<file path="config.mk">
export PLATFORM = sky130hd
export DESIGN_NAME = rename_map_flat
export DESIGN_NICKNAME = d
export VERILOG_FILES = /design/src/rtl/rename_map_if.sv /design/src/rtl/rename_map.sv /design/src/flat_wrapper.sv
export SDC_FILE = /design/constraint.sdc
export NUM_CORES = 1
export LEC_CHECK = 0
export CAP_MARGIN = 40
export CORE_ASPECT_RATIO = 0.5
export CORE_UTILIZATION = 40
export CTS_CLUSTER_DIAMETER = 120
export DETAILED_ROUTE_END_ITERATION = 16
export GPL_TIMING_DRIVEN = 0
export PLACE_DENSITY_LB_ADDON = 0.3
export SETUP_SLACK_MARGIN = 0.2
export SLEW_MARGIN = 20
export SYNTH_ARGS = -nofsm -noshare
export SYNTH_HDL_FRONTEND = slang
export SYNTH_SLANG_ARGS = --single-unit
</file>
<file path="constraint.sdc">
create_clock -name clk -period 4.3 [get_ports clk]
set_input_delay 0.645 -clock clk [delete_from_list [all_inputs] [get_ports clk]]
set_output_delay 0.645 -clock clk [all_outputs]
set_load 0.02 [all_outputs]
</file>
<file path="src/rtl/rename_map_if.sv">
// Decode, free-list, dispatch, commit and flush signals of the rename stage.
// The master modport is the surrounding pipeline and the slave modport is rename_map.
interface rename_map_if #(
   parameter int unsigned ARCH_REGS = 32,
   parameter int unsigned PHYS_REGS = 128
);
   localparam int unsigned AW = $clog2(ARCH_REGS);
   localparam int unsigned TW = $clog2(PHYS_REGS);

   logic          in_valid;
   logic          in_ready;
   logic [AW-1:0] in_rs1;
   logic [AW-1:0] in_rs2;
   logic [AW-1:0] in_rd;
   logic          in_rd_we;

   logic [TW-1:0] free_tag;
   logic          free_empty;
   logic          free_rd_en;
   logic          free_w_en;
   logic [TW-1:0] free_w_data;

   logic          out_valid;
   logic          out_ready;
   logic [TW-1:0] out_prs1;
   logic [TW-1:0] out_prs2;
   logic          out_rs1_mapped;
   logic          out_rs2_mapped;
   logic [TW-1:0] out_prd;
   logic [TW-1:0] out_old_prd;
   logic          out_old_mapped;
   logic          out_rd_alloc;

   logic          commit_valid;
   logic [AW-1:0] commit_rd;
   logic [TW-1:0] commit_prd;
   logic          flush;

   modport master (
      output in_valid, in_rs1, in_rs2, in_rd, in_rd_we,
      output free_tag, free_empty, out_ready,
      output commit_valid, commit_rd, commit_prd, flush,
      input  in_ready, free_rd_en, free_w_en, free_w_data,
      input  out_valid, out_prs1, out_prs2, out_rs1_mapped, out_rs2_mapped,
      input  out_prd, out_old_prd, out_old_mapped, out_rd_alloc
   );

   modport slave (
      input  in_valid, in_rs1, in_rs2, in_rd, in_rd_we,
      input  free_tag, free_empty, out_ready,
      input  commit_valid, commit_rd, commit_prd, flush,
      output in_ready, free_rd_en, free_w_en, free_w_data,
      output out_valid, out_prs1, out_prs2, out_rs1_mapped, out_rs2_mapped,
      output out_prd, out_old_prd, out_old_mapped, out_rd_alloc
   );
endinterface

</file>
<file path="src/rtl/rename_map.sv">
// Single-issue register rename: speculative and committed RATs, a free-list pop per
// allocating instruction, tag reclaim at commit and RAT recovery on flush.
module rename_map #(
   parameter int unsigned ARCH_REGS = 32,
   parameter int unsigned PHYS_REGS = 128
) (
   input  logic          clk,
   input  logic          rst,
   rename_map_if.slave   bus
);
   localparam int unsigned AW = $clog2(ARCH_REGS);
   localparam int unsigned TW = $clog2(PHYS_REGS);

   typedef struct packed {
      logic          mapped;
      logic [TW-1:0] tag;
   } rat_entry_t;

   typedef struct packed {
      rat_entry_t    rs1;
      rat_entry_t    rs2;
      rat_entry_t    old;
      logic [TW-1:0] prd;
      logic          alloc;
   } rename_out_t;

   rat_entry_t  spec_rat [ARCH_REGS];
   rat_entry_t  cmt_rat  [ARCH_REGS];
   rename_out_t out_q;
   logic        out_valid_q;

   logic       needs_alloc;
   logic       in_ready_c;
   logic       accept;
   logic       commit_en;
   rat_entry_t cmt_old;
   rat_entry_t alloc_entry;
   rat_entry_t commit_entry;

   // Handshake, pop and reclaim decode; everything here is held inactive during reset.
   assign needs_alloc  = bus.in_rd_we & (bus.in_rd != '0);
   assign in_ready_c   = rst & (!out_valid_q | bus.out_ready) & !bus.flush
                       & (!needs_alloc | !bus.free_empty);
   assign accept       = bus.in_valid & in_ready_c;
   assign commit_en    = bus.commit_valid & (bus.commit_rd != '0);
   assign cmt_old      = cmt_rat[bus.commit_rd];
   assign alloc_entry  = '{mapped: 1'b1, tag: bus.free_tag};
   assign commit_entry = '{mapped: 1'b1, tag: bus.commit_prd};

   assign bus.in_ready    = in_ready_c;
   assign bus.free_rd_en  = accept & needs_alloc;
   assign bus.free_w_en   = commit_en & cmt_old.mapped;
   assign bus.free_w_data = (commit_en & cmt_old.mapped) ? cmt_old.tag : '0;

   // RAT state: commit writes the committed table, flush copies it (with that commit) back.
   always_ff @(posedge clk or negedge rst) begin
      if (!rst) begin
         for (int unsigned i = 0; i < ARCH_REGS; i++) begin
            spec_rat[AW'(i)] <= '0;
            cmt_rat[AW'(i)]  <= '0;
         end
      end else begin
         if (commit_en) cmt_rat[bus.commit_rd] <= commit_entry;
         if (bus.flush) begin
            for (int unsigned i = 0; i < ARCH_REGS; i++) spec_rat[AW'(i)] <= cmt_rat[AW'(i)];
            if (commit_en) spec_rat[bus.commit_rd] <= commit_entry;
         end else if (accept && needs_alloc) begin
            spec_rat[bus.in_rd] <= alloc_entry;
         end
      end
   end

   // Output register: lookups read the RAT before this edge's update, so no bypass.
   always_ff @(posedge clk or negedge rst) begin
      if (!rst) begin
         out_valid_q <= 1'b0;
         out_q       <= '0;
      end else if (bus.flush) begin
         out_valid_q <= 1'b0;
      end else if (accept) begin
         out_valid_q <= 1'b1;
         out_q.rs1   <= spec_rat[bus.in_rs1];
         out_q.rs2   <= spec_rat[bus.in_rs2];
         out_q.old   <= spec_rat[bus.in_rd];
         out_q.prd   <= needs_alloc ? bus.free_tag : '0;
         out_q.alloc <= needs_alloc;
      end else if (bus.out_ready) begin
         out_valid_q <= 1'b0;
      end
   end

   assign bus.out_valid      = out_valid_q;
   assign bus.out_prs1       = out_q.rs1.tag;
   assign bus.out_rs1_mapped = out_q.rs1.mapped;
   assign bus.out_prs2       = out_q.rs2.tag;
   assign bus.out_rs2_mapped = out_q.rs2.mapped;
   assign bus.out_prd        = out_q.prd;
   assign bus.out_old_prd    = out_q.old.tag;
   assign bus.out_old_mapped = out_q.old.mapped;
   assign bus.out_rd_alloc   = out_q.alloc;
endmodule

</file>
<file path="src/flat_wrapper.sv">
// flat-port wrapper written by rule: the top's interface ports become plain ports
module rename_map_flat 
#(
   parameter int unsigned ARCH_REGS = 32,
   parameter int unsigned PHYS_REGS = 128
)
  (clk, rst, bus_in_valid, bus_in_rs1, bus_in_rs2, bus_in_rd, bus_in_rd_we, bus_free_tag, bus_free_empty, bus_out_ready, bus_commit_valid, bus_commit_rd, bus_commit_prd, bus_flush, bus_in_ready, bus_free_rd_en, bus_free_w_en, bus_free_w_data, bus_out_valid, bus_out_prs1, bus_out_prs2, bus_out_rs1_mapped, bus_out_rs2_mapped, bus_out_prd, bus_out_old_prd, bus_out_old_mapped, bus_out_rd_alloc);
  rename_map_if #(.ARCH_REGS(ARCH_REGS), .PHYS_REGS(PHYS_REGS)) bus_i ();
  input  logic clk;
  input  logic rst;
  input wire logic [$bits(bus_i.in_valid)-1:0] bus_in_valid;
  input wire logic [$bits(bus_i.in_rs1)-1:0] bus_in_rs1;
  input wire logic [$bits(bus_i.in_rs2)-1:0] bus_in_rs2;
  input wire logic [$bits(bus_i.in_rd)-1:0] bus_in_rd;
  input wire logic [$bits(bus_i.in_rd_we)-1:0] bus_in_rd_we;
  input wire logic [$bits(bus_i.free_tag)-1:0] bus_free_tag;
  input wire logic [$bits(bus_i.free_empty)-1:0] bus_free_empty;
  input wire logic [$bits(bus_i.out_ready)-1:0] bus_out_ready;
  input wire logic [$bits(bus_i.commit_valid)-1:0] bus_commit_valid;
  input wire logic [$bits(bus_i.commit_rd)-1:0] bus_commit_rd;
  input wire logic [$bits(bus_i.commit_prd)-1:0] bus_commit_prd;
  input wire logic [$bits(bus_i.flush)-1:0] bus_flush;
  output wire logic [$bits(bus_i.in_ready)-1:0] bus_in_ready;
  output wire logic [$bits(bus_i.free_rd_en)-1:0] bus_free_rd_en;
  output wire logic [$bits(bus_i.free_w_en)-1:0] bus_free_w_en;
  output wire logic [$bits(bus_i.free_w_data)-1:0] bus_free_w_data;
  output wire logic [$bits(bus_i.out_valid)-1:0] bus_out_valid;
  output wire logic [$bits(bus_i.out_prs1)-1:0] bus_out_prs1;
  output wire logic [$bits(bus_i.out_prs2)-1:0] bus_out_prs2;
  output wire logic [$bits(bus_i.out_rs1_mapped)-1:0] bus_out_rs1_mapped;
  output wire logic [$bits(bus_i.out_rs2_mapped)-1:0] bus_out_rs2_mapped;
  output wire logic [$bits(bus_i.out_prd)-1:0] bus_out_prd;
  output wire logic [$bits(bus_i.out_old_prd)-1:0] bus_out_old_prd;
  output wire logic [$bits(bus_i.out_old_mapped)-1:0] bus_out_old_mapped;
  output wire logic [$bits(bus_i.out_rd_alloc)-1:0] bus_out_rd_alloc;
  assign bus_i.in_valid = bus_in_valid;
  assign bus_i.in_rs1 = bus_in_rs1;
  assign bus_i.in_rs2 = bus_in_rs2;
  assign bus_i.in_rd = bus_in_rd;
  assign bus_i.in_rd_we = bus_in_rd_we;
  assign bus_i.free_tag = bus_free_tag;
  assign bus_i.free_empty = bus_free_empty;
  assign bus_i.out_ready = bus_out_ready;
  assign bus_i.commit_valid = bus_commit_valid;
  assign bus_i.commit_rd = bus_commit_rd;
  assign bus_i.commit_prd = bus_commit_prd;
  assign bus_i.flush = bus_flush;
  assign bus_in_ready = bus_i.in_ready;
  assign bus_free_rd_en = bus_i.free_rd_en;
  assign bus_free_w_en = bus_i.free_w_en;
  assign bus_free_w_data = bus_i.free_w_data;
  assign bus_out_valid = bus_i.out_valid;
  assign bus_out_prs1 = bus_i.out_prs1;
  assign bus_out_prs2 = bus_i.out_prs2;
  assign bus_out_rs1_mapped = bus_i.out_rs1_mapped;
  assign bus_out_rs2_mapped = bus_i.out_rs2_mapped;
  assign bus_out_prd = bus_i.out_prd;
  assign bus_out_old_prd = bus_i.out_old_prd;
  assign bus_out_old_mapped = bus_i.out_old_mapped;
  assign bus_out_rd_alloc = bus_i.out_rd_alloc;
  rename_map #(.ARCH_REGS(ARCH_REGS), .PHYS_REGS(PHYS_REGS)) u_core (.clk(clk), .rst(rst), .bus(bus_i));
endmodule
</file>
==> results of run 1 <==
## critical path, cell delays in order
cell	delay, ns
clkbuf_1	0.17
buf_4	0.37
buf_6	0.31
mux4_2	0.44
a22oi_1	0.39
nand4_1	0.17
o311ai_1	0.28
nor2_1	0.12
clkdlybuf4s50_1	0.57
## sequential cells by signal (all words and copies together) (netlist names)
register,flops
u_core.bus.out_old_mapped,1
u_core.bus.out_old_prd,7
u_core.bus.out_prd,7
u_core.bus.out_prs1,7
u_core.bus.out_prs2,7
u_core.bus.out_rd_alloc,1
u_core.bus.out_rs1_mapped,1
u_core.bus.out_rs2_mapped,1
u_core.bus.out_valid,1
u_core.cmt_rat,256
u_core.spec_rat,256
## area by class of cell
| cell class | count | area [um2] | area share, % |
|---|---|---|---|
| diodes | 4 | 10.0 | 0.0289 |
| plain buffers | 212 | 1050 | 3.04 |
| clock buffers | 78 | 1590 | 4.60 |
| clock inverters | 18 | 170 | 0.492 |
| inverters | 26 | 97.6 | 0.282 |
| multi-input cells | 1618 | 15400 | 44.6 |
| flip-flops and latches | 545 | 13600 | 39.4 |
| well taps | 1008 | 1260 | 3.65 |
| repair buffers | 122 | 1360 | 3.94 |
## cell usage in the layout (no fill, tap or decap), types with 14 or more instances in the layout
master             n
nand2_1          200
mux2i_1           34
mux2_2           177
dfrtp_1          545
o22ai_1           58
or2_2             24
a22o_1            21
buf_2             74
nor3_1            17
a22oi_1          257
nor2_1           115
mux4_2           253
o21ai_0          162
inv_1             25
clkdlybuf4s50_1   73
clkbuf_8          17
clkbuf_16         53
mux2_4            49
clkbuf_1         108
a21oi_1           57
buf_6             35
a2bb2oi_1         23
buf_4             23
a31oi_1           14
## where the power goes
group	leakage, nW	total, mW	switching, mW	internal (mW)
Clock	0.868	4.91	2.23	2.69
Combinational	6.31	3.90	2.20	1.71
Sequential	6.99	6.70	0.767	5.93
## routing by layer
metal	wire, um	vias up	share of wire, %
met1	54400	13300	39
met4	5840	2	4.2
met2	57000	2031	41
li1	-	9675	-
met5	7	-	0.0050
met3	22800	304	16
## cell families (layout without fill, tap and decap cells)
logic type	Yosys count	count (layout)
compound gates	644	644
buf+inv	238	456
flops	545	545
mux	516	516
other cells	0	4
simple gates	458	458
## path summary, 6_finish.rpt
check / from / endpoint / slack (ns) / cells after the start
worst max-delay path: bus_commit_rd[1] / bus_free_w_data[5] / 0.18 / 9
worst min-delay path: rst / u_core.cmt_rat[113] / 0.02 / 2
max in group asynchronous: rst / u_core.spec_rat[249] / 2.38 / 5
min in group clk: u_core.bus.out_rd_alloc / u_core.bus.out_rd_alloc / 0.48 / 1
worst min register to register: u_core.bus.out_rd_alloc / u_core.bus.out_rd_alloc / 0.48 / 1
worst max register to register: u_core.bus.out_valid / u_core.spec_rat[97] / 1.76 / 7
## timing repair
action | CTS | global route
hold buffers | 0 | 2
gates resized for setup | 1 | 6
endpoints found under the hold margin | 0 | 19
setup endpoints to repair | 8 | 9
cloned | 0 | 0
==> flow_summary.toml, run 1 <==
[die]
num_rows = 70
core_area_mm2 = 0.0738
dieArea_mm2 = 0.0766
die_height_um = 196
die_x_um = 390
start_util_pct = 40.9
ios = 85

[timing]
setup_viol = 0
slew_violations = 0
worst_slew_pin_slew_ns = 0.977
rsz0062_at_grt = "true"
period_needed_ns = 4.12
slew-limit-headroom_pct = 34.8
hold_violations = 0
holdWs_ns = 0.0223
clock_skew_ns = 0.0226
fmax_mhz = 243
min_period_over_period_pct = 95.7
fin_setup_tns_ns = 0
setup_ws_ns = 0.183

[detailed_routing]
vias = 25300
ant_nets = 0
drtIter0Drc = 4213
vias_per_cell = 6.96
routed_wl_um = 140000
firstDrtPassIters = 5
drc = 0
wire_per_inst_um = 38.6

[pwr]
power.density_mw_per_mm2 = 448
p_leak_nw = 14.2
vdd_drop_max_mv = 0.310
power_mw = 15.5

[worst_setup_path]
startpoint_type = "input port"
end_kind = "primary output"
critical_path_required_ns = 3.65
worstSetupPathType = "in -> out"
crit_path_max_fanout = 10
cp.arrival_ns = 3.47

[global_route]
grtUsageTotal_pct = 36.5
grt_max_degree = 99
antenna_found_initial = 5
use_met2_pct = 50.2
grt_pass1_wl_um = 192000
use_met3_pct = 17.4
grt_remaining_overflow = 0
gr-usage-met1_pct = 50.0
grt_pass1_vias = 24100
busiest_layer = "met2"

[synthesis]
yosys_register_bits = 545
synth_edf_count = 0
yosys_most_used_dff = "dfrtp_1"
synth_fa_ha_area_share_pct = 0
yosys-top-cells-count = "dfrtp_1, a22oi_1, mux4_2"
syn_avg_cell_area_um2 = 12.6
yosys_warnings = 0
async_flop_share_pct = 100
synth.area.mux_share_pct = 29.3
synth_compound_area_share_pct = 14.1
synth_top_family_by_area = "multiplexers"
synthSimpleGateAreaFrac_pct = 7.58
synth_top_area_cell = "dfrtp_1"
synth_xor_area_share_pct = 0
syn-cell-area_mm2 = 0.0302
synth_cells = 2401
netlist.area_leader.share_pct = 45.2
yosysUniqueCellTypes = 59
syn_nets = 2443
synth_most_common_cell = "dfrtp_1"
synthTopCellsByArea = "dfrtp_1, mux4_2, mux2_2"
yosysSeqAreaShare_pct = 45.2

[cells_and_area]
fin_area_mm2 = 0.0346
syn2layout_area_growth_pct = 14.7
fin_util_pct = 46.9
layout-drive-gt1-share_pct = 29.8
stdcell_count = 3631
nFillCells = 6600
fin_nets = 2619

[clock_tree]
cts_buffers = 52
clockBufferDepth = 3
cts.sink_count = 545
clkTransAtPathRegs_ns = 0.07
htreeDepth = 2
cts_tree = "done"
cts_setup_buffers = 0
root_buffer = "clkbuf_16"
clkLatencyLatePin_ns = 0.65

[placed_design]
dpl_cell_area_mm2 = 0.0326
numPortBuffers = 74
dpl.hpwl_um = 111000
placed_cells = 3511
place_congestion = 1.10
pre_cts_ws_ns = 0.0335

[hold_path]
hold_path.class = "in -> async"

[flow_run]
maxCapViolCount = 0

[outcome]
status = "completed"
No activity file was read; power rests on OpenSTA's default activity.
==> run 2: changes to the inputs <==
- CORE_MARGIN: default -> 2
- SLEW_MARGIN: 20 -> 5
==> run 2 against run 1 <==
Die area up 1.5%. Critical path depth down 3. Combinational power about the same. Largest cell class unchanged. Via count down 1.2%. Fmax up 1.6%. Sequential cell count unchanged. Sequential share of layout area up 0.21 points. Hold slack worse by 0.0024 ns. Power down 0.38%. Non-clock buffer count down 18. Setup slack better by 0.064 ns. Clock power down 0.8%.
==> flow_summary.toml, run 2 (synthesized netlist as in run 1, its figures left out) <==
[outcome]
status = "completed"

[die]
start_util_pct = 40.3
die_height_um = 198
num_rows = 71
ios = 85
die_x_um = 392
core_area_mm2 = 0.0749
dieArea_mm2 = 0.0778

[pwr]
p_int_mw = 10.3
p_leak_nw = 14.1
seq_power_share_pct = 43.3
swShare_pct = 33.4
vdd_drop_max_mv = 0.317
pwr-share-clk_pct = 31.5
power_mw = 15.5
power.density_mw_per_mm2 = 449
power_switching_mw = 5.16
p_comb_share_pct = 25.1

[cells_and_area]
syn2layout_area_growth_pct = 14.1
reg.largest.list = "u_core.cmt_rat x256, u_core.spec_rat x256"
fin_nets = 2600
layout_common_cells = "dfrtp_1, a22oi_1, mux4_2"
layout-drive-gt1-share_pct = 29.2
mostFrequentLayoutCell = "dfrtp_1"
fin_area_mm2 = 0.0344
nFillCells = 6827

[detailed_routing]
firstDrtPassIters = 6
ant_nets = 0
vias = 25000
wire_per_inst_um = 38.6
vias_per_cell = 6.89
drc = 0
drtIter0Drc = 3950
routed_wl_um = 140000

[global_route]
grt_pass1_vias = 24000
grt_max_degree = 110
grt_remaining_overflow = 0
grt_pass1_wl_um = 190000
antenna_found_initial = 4
grtUsageTotal_pct = 35.9

[clock_tree]
cts.sink_count = 545
cts_buffers = 51
root_buffer = "clkbuf_16"
clkLatencyLatePin_ns = 0.64
cts_setup_buffers = 0
clockBufferDepth = 3
cts_tree = "done"
htreeDepth = 2
clkTransAtPathRegs_ns = 0.07

[timing]
fmax_mhz = 247
rsz0062_at_grt = "true"
fin_setup_tns_ns = 0
slew_violations = 0
slew-limit-headroom_pct = 27.9
period_needed_ns = 4.05
worst_slew_pin_slew_ns = 1.08
hold_violations = 0
setup_viol = 0
clock_skew_ns = 0.0191
min_period_over_period_pct = 94.3

[placed_design]
dpl_cell_area_mm2 = 0.0326
dpl.hpwl_um = 111000
place_congestion = 1.10
numPortBuffers = 74

[worst_setup_path]
end_kind = "primary output"
worstSetupPathType = "in -> out"
crit_path_max_fanout = 10
startpoint_type = "input port"
startpoint = "bus_in_rd[3]"
reg2reg_slack_ns = 1.69
critical_path_required_ns = 3.65
cp.arrival_ns = 3.41
worstReg2RegStart = "u_core.bus.out_valid"

[hold_path]
hold_path.class = "in -> async"

[flow_run]
maxCapViolCount = 0
## run 2: cell types whose count changed in the layout (fill, tap and decap cells not counted), moves of 3 or more
| cell | delta |
|---|---|
| buf_8 | +4 |
| buf_4 | -4 |
| clkinv_2 | +3 |
| bufinv_16 | +3 |
| clkbuf_1 | +5 |
| buf_6 | -17 |
| clkbuf_8 | -8 |
## run 2: what timing repair did
action                                  4_1_cts  5_1_grt
hold buffers                                  1        0
cloned                                        1        0
resized for setup                             1        7
hold endpoints to repair                     60        0
endpoints found under the setup margin        9        8
## run 2: area by class of cell
type                       count  area (um2)  share of cell area (%)
multi-input combinational   1618       15400                    44.8
sequential                   545       13600                    39.6
clock buffer                  72        1450                    4.20
tap                         1022        1280                    3.72
timing repair buffer         104        1200                    3.49
buffer                       212        1050                    3.05
clock inverter                22         275                   0.800
inverter                      26        97.6                   0.284
antenna                        2        5.00                  0.0145
## run 2: worst max-delay path: stages
cell,delay [ns]
clkdlybuf4s50_1,0.64
nor3_1,0.18
a21boi_1,0.46
clkbuf_1,0.59
and2_1,0.26
clkdlybuf4s50_1,0.61
## run 2: stage by stage
step / setup slack [ns] / hold slack, ns / utilization [%] / cells
3_5_place_dp: -0.116 / 0.473 / 43.5 / 3521
6_report: 0.247 / 0.0199 / 46.0 / 3623
2_1_floorplan: 1.37 / 0.349 / - / 2401
5_1_grt: 0.193 / 0.0404 / 45.9 / 3621
3_3_place_gp: -21.99 / 0.465 / 43.0 / 3497
4_1_cts: 0.209 / 0.0162 / 45.9 / 3617
## run 2: metal layers
metal	vias to the layer above	routed length, um	GRT usage [%]
li1	9638	-	-
met1	13200	54100	47.5
met2	1840	57700	50.4
met3	294	22000	18.3
met4	8	5760	12.0
met5	-	174	1.25
## run 2: final timing paths
| path | to | cells after the start |
|---|---|---|
| worst max-delay path | bus_free_rd_en | 6 |
| worst min-delay path | u_core.cmt_rat[112] | 2 |
| worst max register to register | u_core.spec_rat[229] | 8 |
| worst min register to register | u_core.bus.out_rd_alloc | 1 |
| max in group asynchronous | u_core.spec_rat[167] | 3 |
| min in group clk | u_core.bus.out_rd_alloc | 1 |
## run 2: power groups by stage
stage | clock, mW | combinational (mW) | sequential [mW]
after detailed placement | 0 | 3.72 | 6.73
after floorplan | 0 | 2.18 | 6.46
final | 4.87 | 3.89 | 6.69
after global routing | 5.08 | 3.99 | 6.74
after global placement | 0 | 3.66 | 6.72
after CTS | 4.87 | 3.74 | 6.64
